$ cat src/rtl/ioctl_pkg.sv
// rtl/ioctl_pkg.sv - shared types and constants for the ioctl download master
package ioctl_pkg;

  localparam int         IOCTL_ADDR_W = 25;
  localparam int         CNT_W        = 8;
  localparam logic [7:0] IDX_BIOS     = 8'd0;
  localparam logic [7:0] IDX_CART     = 8'd1;

  typedef enum logic [2:0] {
    ST_IDLE,
    ST_ARM,
    ST_FETCH,
    ST_WRITE,
    ST_GAP,
    ST_TAIL
  } dl_state_t;

endpackage

$ cat src/rtl/ioctl_download_master.sv
// rtl/ioctl_download_master.sv - streams source bytes onto the ioctl download bus
// Optional byte checksum built only when IOCTL_CHECKSUM_EN is defined.
module ioctl_download_master
  import ioctl_pkg::*;
#(
  parameter int ADDR_W   = IOCTL_ADDR_W,
  parameter int WR_GAP   = 2,
  parameter int TAIL_CYC = 4
) (
  input  logic              clk_sys,
  input  logic              reset_n,
  input  logic              start,
  input  logic [7:0]        index_in,
  input  logic [ADDR_W-1:0] length,
  input  logic              src_valid,
  input  logic [7:0]        src_data,
  output logic              src_ready,
  output logic              ioctl_download,
  output logic              ioctl_wr,
  output logic [ADDR_W-1:0] ioctl_addr,
  output logic [7:0]        ioctl_dout,
  output logic [7:0]        ioctl_index,
  input  logic              ioctl_wait,
  output logic              busy,
  output logic              done,
  output logic [7:0]        checksum
);

  localparam logic [CNT_W-1:0]  GAP_LOAD  = CNT_W'(WR_GAP - 1);
  localparam logic [CNT_W-1:0]  TAIL_LOAD = CNT_W'(TAIL_CYC - 1);
  localparam logic [CNT_W-1:0]  CNT_ONE   = 1;
  localparam logic [ADDR_W-1:0] ADDR_ONE  = 1;

  dl_state_t         state_q, state_d;
  logic [CNT_W-1:0]  cnt_q, cnt_d;
  logic [ADDR_W-1:0] addr_q, addr_d;
  logic [ADDR_W-1:0] len_q, len_d;
  logic [7:0]        idx_q, idx_d;
  logic [7:0]        dout_q, dout_d;
  logic              armed_q;
  logic              start_ok;

  // armed_q blocks a start that coincides with the edge releasing reset
  assign start_ok = (state_q == ST_IDLE) && start && armed_q;

  always_ff @(posedge clk_sys or negedge reset_n) begin
    if (!reset_n) begin
      state_q <= ST_IDLE;
      cnt_q   <= '0;
      addr_q  <= '0;
      len_q   <= '0;
      idx_q   <= '0;
      dout_q  <= '0;
      armed_q <= 1'b0;
    end else begin
      state_q <= state_d;
      cnt_q   <= cnt_d;
      addr_q  <= addr_d;
      len_q   <= len_d;
      idx_q   <= idx_d;
      dout_q  <= dout_d;
      armed_q <= 1'b1;
    end
  end

  always_comb begin
    state_d   = state_q;
    cnt_d     = cnt_q;
    addr_d    = addr_q;
    len_d     = len_q;
    idx_d     = idx_q;
    dout_d    = dout_q;
    src_ready = 1'b0;
    done      = 1'b0;
    unique case (state_q)
      ST_IDLE: begin
        if (start_ok) begin
          idx_d   = index_in;
          len_d   = length;
          addr_d  = '0;
          state_d = ST_ARM;
        end
      end
      ST_ARM: begin
        cnt_d   = TAIL_LOAD;
        state_d = (len_q == '0) ? ST_TAIL : ST_FETCH;
      end
      ST_FETCH: begin
        src_ready = 1'b1;
        if (src_valid) begin
          dout_d  = src_data;
          state_d = ST_WRITE;
        end
      end
      ST_WRITE: begin
        cnt_d   = GAP_LOAD;
        state_d = ST_GAP;
      end
      ST_GAP: begin
        // Back-pressure only counts once the minimum gap has elapsed
        if (cnt_q != '0) begin
          cnt_d = cnt_q - CNT_ONE;
        end else if (!ioctl_wait) begin
          if (addr_q == len_q - ADDR_ONE) begin
            cnt_d   = TAIL_LOAD;
            state_d = ST_TAIL;
          end else begin
            addr_d  = addr_q + ADDR_ONE;
            state_d = ST_FETCH;
          end
        end
      end
      ST_TAIL: begin
        if (cnt_q != '0) begin
          cnt_d = cnt_q - CNT_ONE;
        end else begin
          done    = 1'b1;
          state_d = ST_IDLE;
        end
      end
      default: state_d = ST_IDLE;
    endcase
  end

  assign ioctl_download = (state_q != ST_IDLE);
  assign busy           = (state_q != ST_IDLE);
  assign ioctl_wr       = (state_q == ST_WRITE);
  assign ioctl_addr     = addr_q;
  assign ioctl_dout     = dout_q;
  assign ioctl_index    = idx_q;

`ifdef IOCTL_CHECKSUM_EN
  logic [7:0] sum_q, sum_d;

  always_comb begin
    sum_d = sum_q;
    if (start_ok) begin
      sum_d = '0;
    end else if (state_q == ST_WRITE) begin
      sum_d = sum_q + dout_q;
    end
  end

  always_ff @(posedge clk_sys or negedge reset_n) begin
    if (!reset_n) begin
      sum_q <= '0;
    end else begin
      sum_q <= sum_d;
    end
  end

  assign checksum = sum_q;
`else
  assign checksum = 8'h00;
`endif

endmodule

$ cat config.mk
export PLATFORM = sky130hd
export DESIGN_NAME = ioctl_download_master
export DESIGN_NICKNAME = d
export VERILOG_FILES = /design/src/rtl/ioctl_pkg.sv /design/src/rtl/ioctl_download_master.sv
export SDC_FILE = /design/constraint.sdc
export NUM_CORES = 1
export LEC_CHECK = 0
export ABC_CLOCK_PERIOD_IN_PS = 3700
export CORE_ASPECT_RATIO = 1.1
export CORE_MARGIN = 2
export CORE_UTILIZATION = 24
export CTS_BUF_LIST = sky130_fd_sc_hd__clkbuf_8 sky130_fd_sc_hd__clkbuf_16
export DETAILED_ROUTE_END_ITERATION = 16
export SLEW_MARGIN = 10
export SYNTH_ARGS = -nofsm -noshare
export SYNTH_HDL_FRONTEND = slang
export SYNTH_SLANG_ARGS = --single-unit
$ cat constraint.sdc
create_clock -name clk_sys -period 3.7 [get_ports clk_sys]
set_clock_uncertainty 0.1 [all_clocks]
set_input_delay 0.37 -clock clk_sys [delete_from_list [all_inputs] [get_ports clk_sys]]
set_output_delay 0.37 -clock clk_sys [all_outputs]
set_load 0.02 [all_outputs]
After elaboration in Yosys (flattened, before gate mapping)
Index checks and enable logic that the tools add are counted.
{"block": "totals", "regBits": 78, "inputBits": 46}
{"block": "classes", "addsub": 3, "eq_ne": 15, "mux": 21, "n_reduce_logical": 13}
{"cell": "$mux 25", "n": 4}
{"cell": "$pmux 25 s2", "n": 1}
{"cell": "$mux 8", "n": 4}
{"cell": "$pmux 8 s4", "n": 1}
{"cell": "$add 25x1->25 const B", "n": 1}
{"cell": "$eq 25x25->1", "n": 1}
{"cell": "$logic_not 25->1", "n": 1}
{"cell": "$sub 25x1->25 const B", "n": 1}
{"cell": "$mux 3", "n": 7}
{"cell": "$pmux 3 s6", "n": 1}
{"cell": "$ne 2x2->1 const B", "n": 7}
{"cell": "$reduce_and 5->1", "n": 2}
{"cell": "$reduce_bool 8->1", "n": 1}
{"cell": "$sub 8x1->8 const B", "n": 1}
{"cell": "$eq 3x2->1 const B", "n": 2}
{"cell": "$eq 3x3->1 const B", "n": 2}
{"cell": "$ne 3x3->1 const B", "n": 2}
{"cell": "$reduce_and 2->1", "n": 2}
{"cell": "$reduce_and 4->1", "n": 1}
{"cell": "$reduce_bool 4->1", "n": 1}
{"cell": "$eq 3x1->1 const B", "n": 1}
{"cell": "$logic_not 3->1", "n": 1}
{"cell": "$mux 1", "n": 3}
{"cell": "$reduce_bool 3->1", "n": 1}
{"cell": "other kinds (2)", "n": 3}

Depth between registers and ports, before layout
Gate-level depths: netlist (run 1).
{"block": "logic_depth", "word_depth": 6, "mapped_depth": 15}

Worst setup path before layout (run 1)
No wires, ideal clock.
{"block": "synth_timing", "path_type": "register -> register", "start": "register len_q[0]", "end": "register cnt_q[1]", "setup_time_ps": 125, "arrival_time_ps": 3105, "setup_slack_ps": 369, "path_stages_with_launch": 13, "n_path_buf": 2, "period_less_slack_ps": 3331, "cell_sequence": "dfrtp_1 -> inv_1 -> ha_1 -> or3b_1 -> buf_2 -> or3_4 -> buf_6 -> or4b_1 -> o21ai_1 -> and4_1 -> nand3_2 -> or3_4 -> mux2_4"}
{"block": "synth_via", "elab_chain_cells": 4}
{"element": "from (decl)", "line_no": "ioctl_download_master.sv:37", "rtl": "logic [ADDR_W-1:0] len_q, len_d;"}
{"element": "from (signal assigned)", "line_no": "ioctl_download_master.sv:59", "rtl": "len_q <= len_d;"}
{"element": "$sub 25x1->25", "line_no": "ioctl_download_master.sv:104", "rtl": "if (addr_q == len_q - ADDR_ONE) begin"}
{"element": "$eq 25x25->1", "line_no": "ioctl_download_master.sv:104"}
{"element": "$ne 3x3->1 (no source line)"}
{"element": "$reduce_and 4->1 (no source line)"}
{"element": "to (signal assigned)", "line_no": "ioctl_download_master.sv:57", "rtl": "cnt_q <= cnt_d;"}
{"element": "to (decl)", "line_no": "ioctl_download_master.sv:35", "rtl": "logic [CNT_W-1:0] cnt_q, cnt_d;"}
No other way between the ends.
A chain may end at the register's enable or synchronous reset.

Final worst setup path (run 1)
Same ends and word-level chain as after synthesis.

==> results of run 1 <==
==> cell type report <==
type | instances | area (sq um) | share of cell area (%)
flip-flops and latches | 78 | 1950 | 32.0
multi-input cells | 434 | 2500 | 41.0
clock inverters | 7 | 98.8 | 1.62
clock buffers | 9 | 225 | 3.69
repair buffers | 99 | 993 | 16.3
well taps | 247 | 309 | 5.06
inverters | 6 | 22.5 | 0.369
==> cell usage in the layout, fill, tap and decap left out, types with 8 or more instances in the layout <==
| cell type | Yosys | layout |
|---|---|---|
| nor3_1 | 15 | 15 |
| o21ai_0 | 25 | 25 |
| clkdlybuf4s50_1 | 0 | 90 |
| nand4_1 | 13 | 13 |
| o21ai_1 | 8 | 8 |
| xor2_1 | 12 | 12 |
| conb_1 | 2 | 9 |
| nor4_1 | 9 | 9 |
| a21oi_1 | 26 | 26 |
| or3_1 | 21 | 21 |
| o211ai_1 | 9 | 9 |
| nor2_1 | 27 | 26 |
| dfrtp_1 | 78 | 78 |
| mux2_2 | 9 | 9 |
| or4_1 | 10 | 10 |
| nand2_1 | 133 | 133 |
| xnor2_1 | 21 | 21 |
| clkbuf_16 | 0 | 9 |
| nand3_1 | 18 | 18 |
==> kinds of logic after synthesis <==
| logic type | after synthesis |
|---|---|
| compound gates | 90 |
| mux | 12 |
| buf+inv | 44 |
| simple gates | 286 |
| flops | 78 |
| fa+ha+maj | 4 |
| other cells | 2 |
| xor+xnor | 33 |
==> worst max-delay path by stage <==
stage                          end      from  slack [ns]
after floorplan           cnt_q[1]  len_q[0]        0.37
after global placement    cnt_q[1]  len_q[0]        0.37
after detailed placement  cnt_q[1]  len_q[0]        0.25
after CTS                 cnt_q[1]  len_q[0]        0.24
after global routing      cnt_q[1]  len_q[0]       0.008
final                     cnt_q[1]  len_q[0]        0.23
==> layer usage <==
metal | vias to the layer above | global-route usage [%]
met5 | - | 0
met4 | 0 | 3.66
met3 | 15 | 4.04
met2 | 167 | 21.4
met1 | 2048 | 18.7
li1 | 2077 | -
==> synthesized netlist by cell type, drive strengths merged (2+ instances only) <==
cell,count,area [sq um]
a211oi,2,15.0
a21oi,26,130
and2,2,12.5
and3,6,37.5
and4,6,52.6
buf,18,155
clkbuf,20,76.3
conb,2,7.51
dfrtp,78,1950
ha,4,50.1
inv,6,22.5
mux2,10,116
mux2i,2,20.0
nand2,133,499
nand2b,5,31.3
nand3,19,100
nand3b,3,22.5
nand4,13,81.3
nor2,27,101
nor2b,3,18.8
nor3,15,75.1
nor4,11,90.1
o211ai,9,67.6
o21a,2,15.0
o21ai,33,165
o31ai,6,45.0
or2,2,12.5
or3,25,176
or4,11,83.8
xnor2,21,184
xor2,12,105
==> through the flow <==
stage / worst slack [ns] / utilization (%) / instances / hold slack (ns) / cell area, sq um
floorplan: 0.369 / - / 556 / -0.0256 / 4700
global placement: 0.375 / 30.3 / 864 / 0.357 / 5780
CTS: 0.241 / 32.0 / 880 / 0.160 / 6110
detailed placement: 0.255 / 30.3 / 864 / 0.364 / 5780
global route: 0.00757 / 32.0 / 880 / 0.212 / 6110
finish: 0.233 / 32.0 / 880 / 0.121 / 6110
==> registers in the layout (all words and copies together), names as in the netlist <==
name         cells
ioctl_index      8
ioctl_addr      25
ioctl_dout       8
cnt_q            8
armed_q          1
state_q          3
len_q           25
==> power groups by stage <==
stage,clock network (uW),registers [uW],logic (uW)
floorplan,0,1480,1220
global placement,0,1520,1830
detailed placement,0,1530,1830
CTS,1000,1530,1840
global route,1040,1580,2030
finish,972,1530,1830
==> results_dict.tcl, run 1 <==
set metrics [dict create \
    dieArea_sq_um 20600 \
    topRoutingLayerUsed "met4" \
    drv_slew 0 \
    p_leak_uw 0.00250 \
    synth_enable_flop_cells 0 \
    core_sq_um 19100 \
    synth-main-ff-cell "dfrtp_1" \
    holdCritPathClass "in2async" \
    r2r_start "len_q[0]" \
    path_buf_inv 1 \
    synth_cell_types 60 \
    wl_met2_um 6200 \
    tightest_slew_ns 1.04 \
    setup_violations 0 \
    status "complete, no violations" \
    synthAdderAreaFrac_pct 1.07 \
    clock_latency_ns 0.35 \
    synthSimpleGateAreaFrac_pct 30.9 \
    grt_pass1_vias 4097 \
    cts_resized 0 \
    area_growth_pct 30.6 \
    initial_core_util_pct 24.5 \
    synth_top_family_by_area "simple AND/OR/NAND/NOR gates" \
    cts_inserted_buffers 9 \
    crit_required_ns 3.83 \
    grt_usage_pct 13.8 \
    synth_cells 549 \
    clk_path_buf_depth 2 \
    cp_top_family "simple AND/OR/NAND/NOR gates" \
    hold_buffers 0 \
    antenna_found_initial 0 \
    gr-total-overflow 0 \
    reg2reg_slack_ns 0.23 \
    cts_root_buf "clkbuf_16" \
    drt_wl_total_um 13500 \
    critPathMaxFanout 9 \
    endpoint_kind "register" \
    antennaDiodeCount 0 \
    syn_area_per_cell_sq_um 8.52 \
    cts_sinks 78 \
    slew_headroom_pct 30.5 \
    period_needed_ns 3.47 \
    grt_pass1_wl_um 22000 \
    die_x_um 137 \
    path_clk_slew_ns 0.07 \
    max-cap-violations 0 \
    ys_ff_latch 78 \
    die_h_um 150 \
    cp.depth 10 \
    fill_cells 2024 \
    reg2reg_depth 10 \
    swShare_pct 41.3 \
    drt_iter0_markers 260 \
    rsz0062_at_grt "no" \
    internal_power_uw 2550 \
    cts_setup_buffers 0 \
    viasPerCell 4.89 \
    cts_tree "built" \
    place.gp.congestion 0.876 \
    yosysWarnings 0 \
    detail-route-antenna-nets 0 \
    htreeDepth 3 \
    critPathArrivalTime_ns 3.59 \
    tns_ns 0 \
    ir_worst_vdd_v 0.000459 \
    dp_hpwl_um 9370 \
    drc_errors 0 \
    fin_nets 678 \
    avgRoutedWirePerCell_um 15.4 \
    drive_gt1_share_pct 7.42 \
    wl_met3_um 1030 \
    p_clk_share_pct 22.4 \
    cp_slowest_stage_delay_ns 0.51 \
    power_uw 4330 \
    max_freq_mhz 288 \
    setup.worst_path.class "reg2reg" \
    grt_max_degree 79 \
    rows 53 \
    first_pass_iters 5 \
    rr_endpoint "cnt_q[1]" \
    pwr_density_cell_nw_per_um2 710 \
    async_flop_share_pct 100 \
    port_buffers 91 \
    ys_seq_area_share_pct 41.7 \
    crit_chain "inv_1, ha_1, or3b_1, or4_1, a21oi_1, nand4_1, nor4_1, nand3_2, or3_4, mux2_4" \
    synth_compound_area_share_pct 11.6 \
    ios 100 \
    drt-met1-wl_um 6090 \
    cpMaxStageDelayCell "or4_1" \
    vias 4307 \
    startpoint_type "register" \
    power_frac_comb_pct 42.3 \
    synth_xor_xnor_area_share_pct 6.18 \
    hold_viol_final 0 \
    syn_area_sq_um 4680 \
    seqPwrFrac_pct 35.3 \
    synthMuxAreaShare_pct 2.92 \
    power_switching_uw 1790 \
    post-route-period-util_pct 93.7 \
]
Power figures use the tool's default switching activity.
==> run 2, diff against run 1 <==
--- a/config.mk
+++ b/config.mk
@@ -5,12 +5,15 @@
 export SDC_FILE = /design/constraint.sdc
 export NUM_CORES = 1
 export LEC_CHECK = 0
+export ABC_AREA = 1
 export ABC_CLOCK_PERIOD_IN_PS = 3700
 export CORE_ASPECT_RATIO = 1.1
 export CORE_MARGIN = 2
-export CORE_UTILIZATION = 24
+export CORE_UTILIZATION = 53
 export CTS_BUF_LIST = sky130_fd_sc_hd__clkbuf_8 sky130_fd_sc_hd__clkbuf_16
+export CTS_CLUSTER_DIAMETER = 50
 export DETAILED_ROUTE_END_ITERATION = 16
+export PLACE_DENSITY = 0.81
 export SLEW_MARGIN = 10
 export SYNTH_ARGS = -nofsm -noshare
 export SYNTH_HDL_FRONTEND = slang
==> run 2 against run 1 <==
  * Global-route usage rose by 14 points
  * Utilization rose by 33 points
  * Worst setup slack improved by 0.58 ns
  * Register-to-register slack improved by 0.58 ns
  * Synthesized cell count rose by 29%
  * Sequential share of layout area fell by 1.6 points
  * Clock power fell by 41%
  * Non-clock buffer count fell by 6
==> results_dict.tcl, run 2 <==
set metrics [dict create \
    syn_area_per_cell_sq_um 7.55 \
    critPathArrivalTime_ns 3.05 \
    tns_ns 0 \
    rows 38 \
    htreeDepth 3 \
    ys_seq_area_share_pct 36.5 \
    hold_buffers 0 \
    max-cap-violations 0 \
    setup.worst_path.class "reg2reg" \
    port_buffers 91 \
    synth-main-ff-cell "dfrtp_1" \
    holdCritPathClass "in2async" \
    fin_area_sq_um 6440 \
    tightest_slew_ns 0.964 \
    crit_chain "nor2_1, inv_2, nor2_2, inv_2, nor2_2, a21oi_2, nand2_2, buf_4, nor2_1, a21oi_1" \
    detail-route-antenna-nets 0 \
    drv_slew 0 \
    endpoint_kind "register" \
    reg2reg_depth 10 \
    cp_slowest_stage_delay_ns 0.56 \
    syn_area_sq_um 5350 \
    critPathMaxFanout 32 \
    synth_enable_flop_cells 0 \
    clock_latency_ns 0.37 \
    initial_core_util_pct 54.4 \
    gr-total-overflow 0 \
    dieArea_sq_um 10900 \
    antenna_found_initial 0 \
    final_cell_mix "nand2_1 (174), nor2_1 (111), clkdlybuf4s50_1 (90)" \
    drt_wl_total_um 14000 \
    grt_usage_pct 27.4 \
    crit_required_ns 3.87 \
    drt_iter0_markers 273 \
    ys_ff_latch 78 \
    drc_errors 0 \
    antennaDiodeCount 0 \
    ios 100 \
    path_clk_slew_ns 0.08 \
    p_leak_uw 0.00286 \
    slew_headroom_pct 35.7 \
    yosys-top-cells-count "nand2_1 (174), nor2_1 (111), dfrtp_1 (78), inv_1 (56), nand3_1 (53)" \
    max_freq_mhz 347 \
    die_h_um 109 \
    cts_inserted_buffers 9 \
    area_growth_pct 20.3 \
    fin_nets 844 \
    ir_worst_vdd_v 0.000323 \
    synth_area_leaders "dfrtp_1 (36%), nand2_1 (12%), nor2_1 (7.8%)" \
    yosysWarnings 0 \
    post-route-period-util_pct 77.9 \
    final_common_cell "nand2_1" \
    cts_resized 0 \
    synth_most_common_cell "nand2_1" \
    die_x_um 99.8 \
    drive_gt1_share_pct 12.1 \
    viasPerCell 5.43 \
    synth_top_area_share_pct 36.5 \
    cpMaxStageDelayCell "nand2_2" \
    dpl_cell_area_sq_um 6270 \
    cts_sinks 78 \
    vias 4991 \
    cts_root_buf "clkbuf_8" \
    hold_viol_final 0 \
    async_flop_share_pct 100 \
    cts_setup_buffers 0 \
    pwr_density_cell_nw_per_um2 624 \
    core_sq_um 9840 \
    reg2reg_slack_ns 0.82 \
    place.gp.congestion 0.924 \
    dp_hpwl_um 10400 \
    first_pass_iters 5 \
    period_needed_ns 2.88 \
    grt_max_degree 79 \
    synth_top_area_cell "dfrtp_1" \
    status "complete, no violations" \
    setup_violations 0 \
    clk_path_buf_depth 2 \
    synth_cells 709 \
    grt_pass1_wl_um 23700 \
    grt_pass1_vias 4951 \
    synth_cell_types 43 \
    rsz0062_at_grt "no" \
    avgRoutedWirePerCell_um 15.2 \
    cts_tree "built" \
    startpoint_type "register" \
]
run 2: cell count changes after synthesis, moves of 24 or more:
cell | before | now
inv_1 | 6 | 56
nand3_1 | 18 | 53
nand2_1 | 133 | 174
xor2_1 | 12 | 39
nor2_1 | 27 | 111
nand2_2 | 0 | 24
run 2: final timing paths:
| path | end | from |
|---|---|---|
| min in group clk_sys | ioctl_dout[3] | ioctl_dout[3] |
| min reg2reg | ioctl_dout[3] | ioctl_dout[3] |
| max reg2reg | len_q[7] | state_q[0] |
| max in group asynchronous | ioctl_dout[5] | reset_n |
| max | len_q[7] | state_q[0] |
| min | ioctl_addr[17] | reset_n |
run 2: cell families after synthesis:
family | share of synthesized area, %
AOI/OAI and AO/OA | 2.34
xor gates and xnor gates | 8.49
adders and majority gates | 0.935
buffers and inverters | 7.69
DFF | 36.5
muxes | 6.73
other | 0.140
and+or+nand+nor | 37.2
run 2: area by class of cell:
cell class / count / area, sq um
fill: 873 / 3400
multi-input combinational: 551 / 3020
sequential: 78 / 1950
timing repair buffer: 93 / 923
inverter: 61 / 229
tap: 120 / 150
clock buffer: 10 / 138
clock inverter: 6 / 30.0
run 2: where the power goes:
part,leakage [uW],internal (uW),total [uW],switching (uW)
clock network,0.0000944,254,571,317
logic,0.00178,864,2060,1200
registers,0.000980,1120,1380,258
total,0.00286,2240,4020,1780
run 2: routing by layer:
layer	GRT usage, %	wire length [um]	vias to the layer above
met3	4.83	847	28
met4	9.88	305	0
met1	36.3	6140	2364
met5	0	0	-
li1	-	-	2423
met2	45.2	6720	176
run 2: metrics by stage:
| step | setup WS, ns | std cells | power [uW] | hold slack, ns | util, % |
|---|---|---|---|---|---|
| floorplan | 1.55 | 716 | 2890 | -0.0256 | - |
| finish | 0.818 | 919 | 4020 | 0.0577 | 65.4 |
| global placement | 1.01 | 903 | 3360 | 0.385 | 63.7 |
| CTS | 0.810 | 919 | 4020 | 0.0932 | 65.4 |
| global route | 0.528 | 919 | 4320 | 0.154 | 65.4 |
| detailed placement | 0.834 | 903 | 3440 | 0.392 | 63.7 |
run 2: critical path: cells and delay by family, from the launching register on:
family          cells  cell delay (ns)
compound gates      2             0.20
flops               1             0.42
buf+inv             3             0.68
simple gates        5             1.39
==> run 3, diff against run 2 <==
--- a/config.mk
+++ b/config.mk
@@ -6,14 +6,14 @@
 export NUM_CORES = 1
 export LEC_CHECK = 0
 export ABC_AREA = 1
-export ABC_CLOCK_PERIOD_IN_PS = 3700
+export ABC_CLOCK_PERIOD_IN_PS = 2300
 export CORE_ASPECT_RATIO = 1.1
 export CORE_MARGIN = 2
-export CORE_UTILIZATION = 53
+export CORE_UTILIZATION = 48
 export CTS_BUF_LIST = sky130_fd_sc_hd__clkbuf_8 sky130_fd_sc_hd__clkbuf_16
 export CTS_CLUSTER_DIAMETER = 50
 export DETAILED_ROUTE_END_ITERATION = 16
-export PLACE_DENSITY = 0.81
+export PLACE_DENSITY = 0.77
 export SLEW_MARGIN = 10
 export SYNTH_ARGS = -nofsm -noshare
 export SYNTH_HDL_FRONTEND = slang
==> constraint.sdc (replaced) <==
create_clock -name clk_sys -period 2.3 [get_ports clk_sys]
set_clock_uncertainty 0.1 [all_clocks]
set_input_delay 0.23 -clock clk_sys [delete_from_list [all_inputs] [get_ports clk_sys]]
set_output_delay 0.23 -clock clk_sys [all_outputs]
set_load 0.02 [all_outputs]
==> run 3 against run 2 <==
  * The flow now finishes with violations (setup timing)
  * Wire length grew 12%
  * Flip-flop and latch count is the same
  * Utilization grew 1.1 points
  * Via count grew 4.9%
  * Power grew 93%
  * Combinational power grew 89%
==> results_dict.tcl, run 3 (synthesis gave the netlist of run 2 again) <==
set metrics [dict create \
    whs_ns 0.302 \
    cts_sinks 78 \
    violations "setup timing" \
    drt_iter0_markers 266 \
    startpoint "len_q[0]" \
    vias 5237 \
    drt-met1-wl_um 6640 \
    first_pass_iters 6 \
    cts_tree "built" \
    htreeDepth 3 \
    rsz0062_at_grt "yes" \
    place.gp.congestion 0.910 \
    path_clk_slew_ns 0.06 \
    endpoint_kind "register" \
    post-route-period-util_pct 101 \
    gr-total-overflow 0 \
    grt_pass1_vias 5153 \
    grt_usage_pct 26.3 \
    drt_wl_total_um 15700 \
    critPathArrivalTime_ns 2.46 \
    die_x_um 105 \
    pwr_density_cell_nw_per_um2 1070 \
    ir_worst_vdd_v 0.000536 \
    cpMaxStageDelayCell "dfrtp_1" \
    final_cell_mix "nand2_1 (170), nor2_1 (98), clkdlybuf4s50_1 (88)" \
    ios 100 \
    holdCritPathClass "in2async" \
    cp_top_family "simple AND/OR/NAND/NOR gates" \
    cp_slowest_stage_delay_ns 0.37 \
    r2r_start "len_q[0]" \
    dieArea_sq_um 12000 \
    dp_hpwl_um 11500 \
    max_freq_mhz 429 \
    drc_errors 0 \
    period_needed_ns 2.33 \
    crit_required_ns 2.43 \
    fin_nets 895 \
    grt_pass1_wl_um 25000 \
    clock_latency_ns 0.34 \
    core_sq_um 10900 \
    setup.worst_path.class "reg2reg" \
    wl_met3_um 745 \
    antenna_found_initial 0 \
    status "finished with violations" \
    rows 40 \
    wl_met2_um 7880 \
    avgRoutedWirePerCell_um 15.8 \
    crit_chain "inv_2, ha_4, or2_1, nand3_1, nand2_1, nor2_1, nand2_1, nor3b_1, nand3_1, nor2_2, nand3_4, buf_12, nand3_1, nand2_1" \
    slew_headroom_pct 65.6 \
    p_leak_uw 0.00324 \
    path_buf_inv 2 \
    cts_root_buf "clkbuf_16" \
    die_h_um 115 \
    topRoutingLayerUsed "met4" \
    clk_path_buf_depth 2 \
    initial_core_util_pct 49.1 \
    grt_max_degree 43 \
    drive_gt1_share_pct 20.5 \
    detail-route-antenna-nets 0 \
    hold_viol_final 0 \
    startpoint_type "register" \
    antennaDiodeCount 0 \
    final_common_cell "nand2_1" \
    critPathMaxFanout 24 \
    area_growth_pct 35.6 \
    viasPerCell 5.25 \
    tightest_slew_ns 0.516 \
    drv_slew 0 \
    setup_ws_ns -0.0297 \
    max-cap-violations 0 \
    setup_violations 26 \
    cts_inserted_buffers 9 \
    tns_ns -0.419 \
    port_buffers 91 \
]
[run 3: cell count changes in the layout (fill, tap and decap cells not counted), sizes merged, moves of 2 or more]
cell           before  now
bufinv              0    2
buf                 3   51
clkdlybuf4s50      90   88
clkinv              5    2
[run 3: metrics by stage]
stage / worst slack [ns] / total power, uW / cells / cell area [sq um] / utilization [%]
2_1_floorplan: 0.147 / 4650 / 716 / 5380 / -
3_3_place_gp: -0.0793 / 5690 / 969 / 6660 / 61.0
3_5_place_dp: -0.181 / 5820 / 969 / 6660 / 61.0
4_1_cts: -0.0244 / 7620 / 995 / 7170 / 65.7
5_1_grt: -0.186 / 8270 / 997 / 7260 / 66.5
6_report: -0.0297 / 7770 / 997 / 7260 / 66.5
[run 3: what timing repair did]
action / in CTS / in global routing
endpoints found under the setup margin: 36 / 39
hold endpoints to repair: 36 / 0
pin swaps: 19 / 6
gates cloned: 1 / 1
hold buffers: 1 / 0
resized for setup: 23 / 19
buffers inserted: 8 / 1
[run 3: per-layer routing]
layer | global-route usage [%] | up-vias
met3 | 4.20 | 36
li1 | - | 2540
met1 | 32.2 | 2479
met4 | 10.7 | 0
met5 | 0 | -
met2 | 46.7 | 182
[run 3: report_power, final]
part / internal, uW / switching, uW
Combinational: 1760 / 2140
Sequential: 1820 / 456
Clock: 988 / 614
[run 3: final cells by class]
class,count,area (sq um)
Sequential cell,78,1960
Clock buffer,10,239
Fill cell,940,3650
Tap cell,147,184
Clock inverter,6,92.6
Multi-Input combinational cell,552,3150
Inverter,61,229
Timing Repair Buffer,143,1410
[run 3: worst paths after layout]
path,end,slack (ns),depth (start not counted)
min in group clk_sys,len_q[2],0.38,3
max reg2reg,ioctl_addr[23],-0.03,14
min reg2reg,ioctl_addr[24],0.40,2
min,ioctl_addr[3],0.30,2
max in group asynchronous,len_q[8],1.18,3
max,ioctl_addr[23],-0.03,14
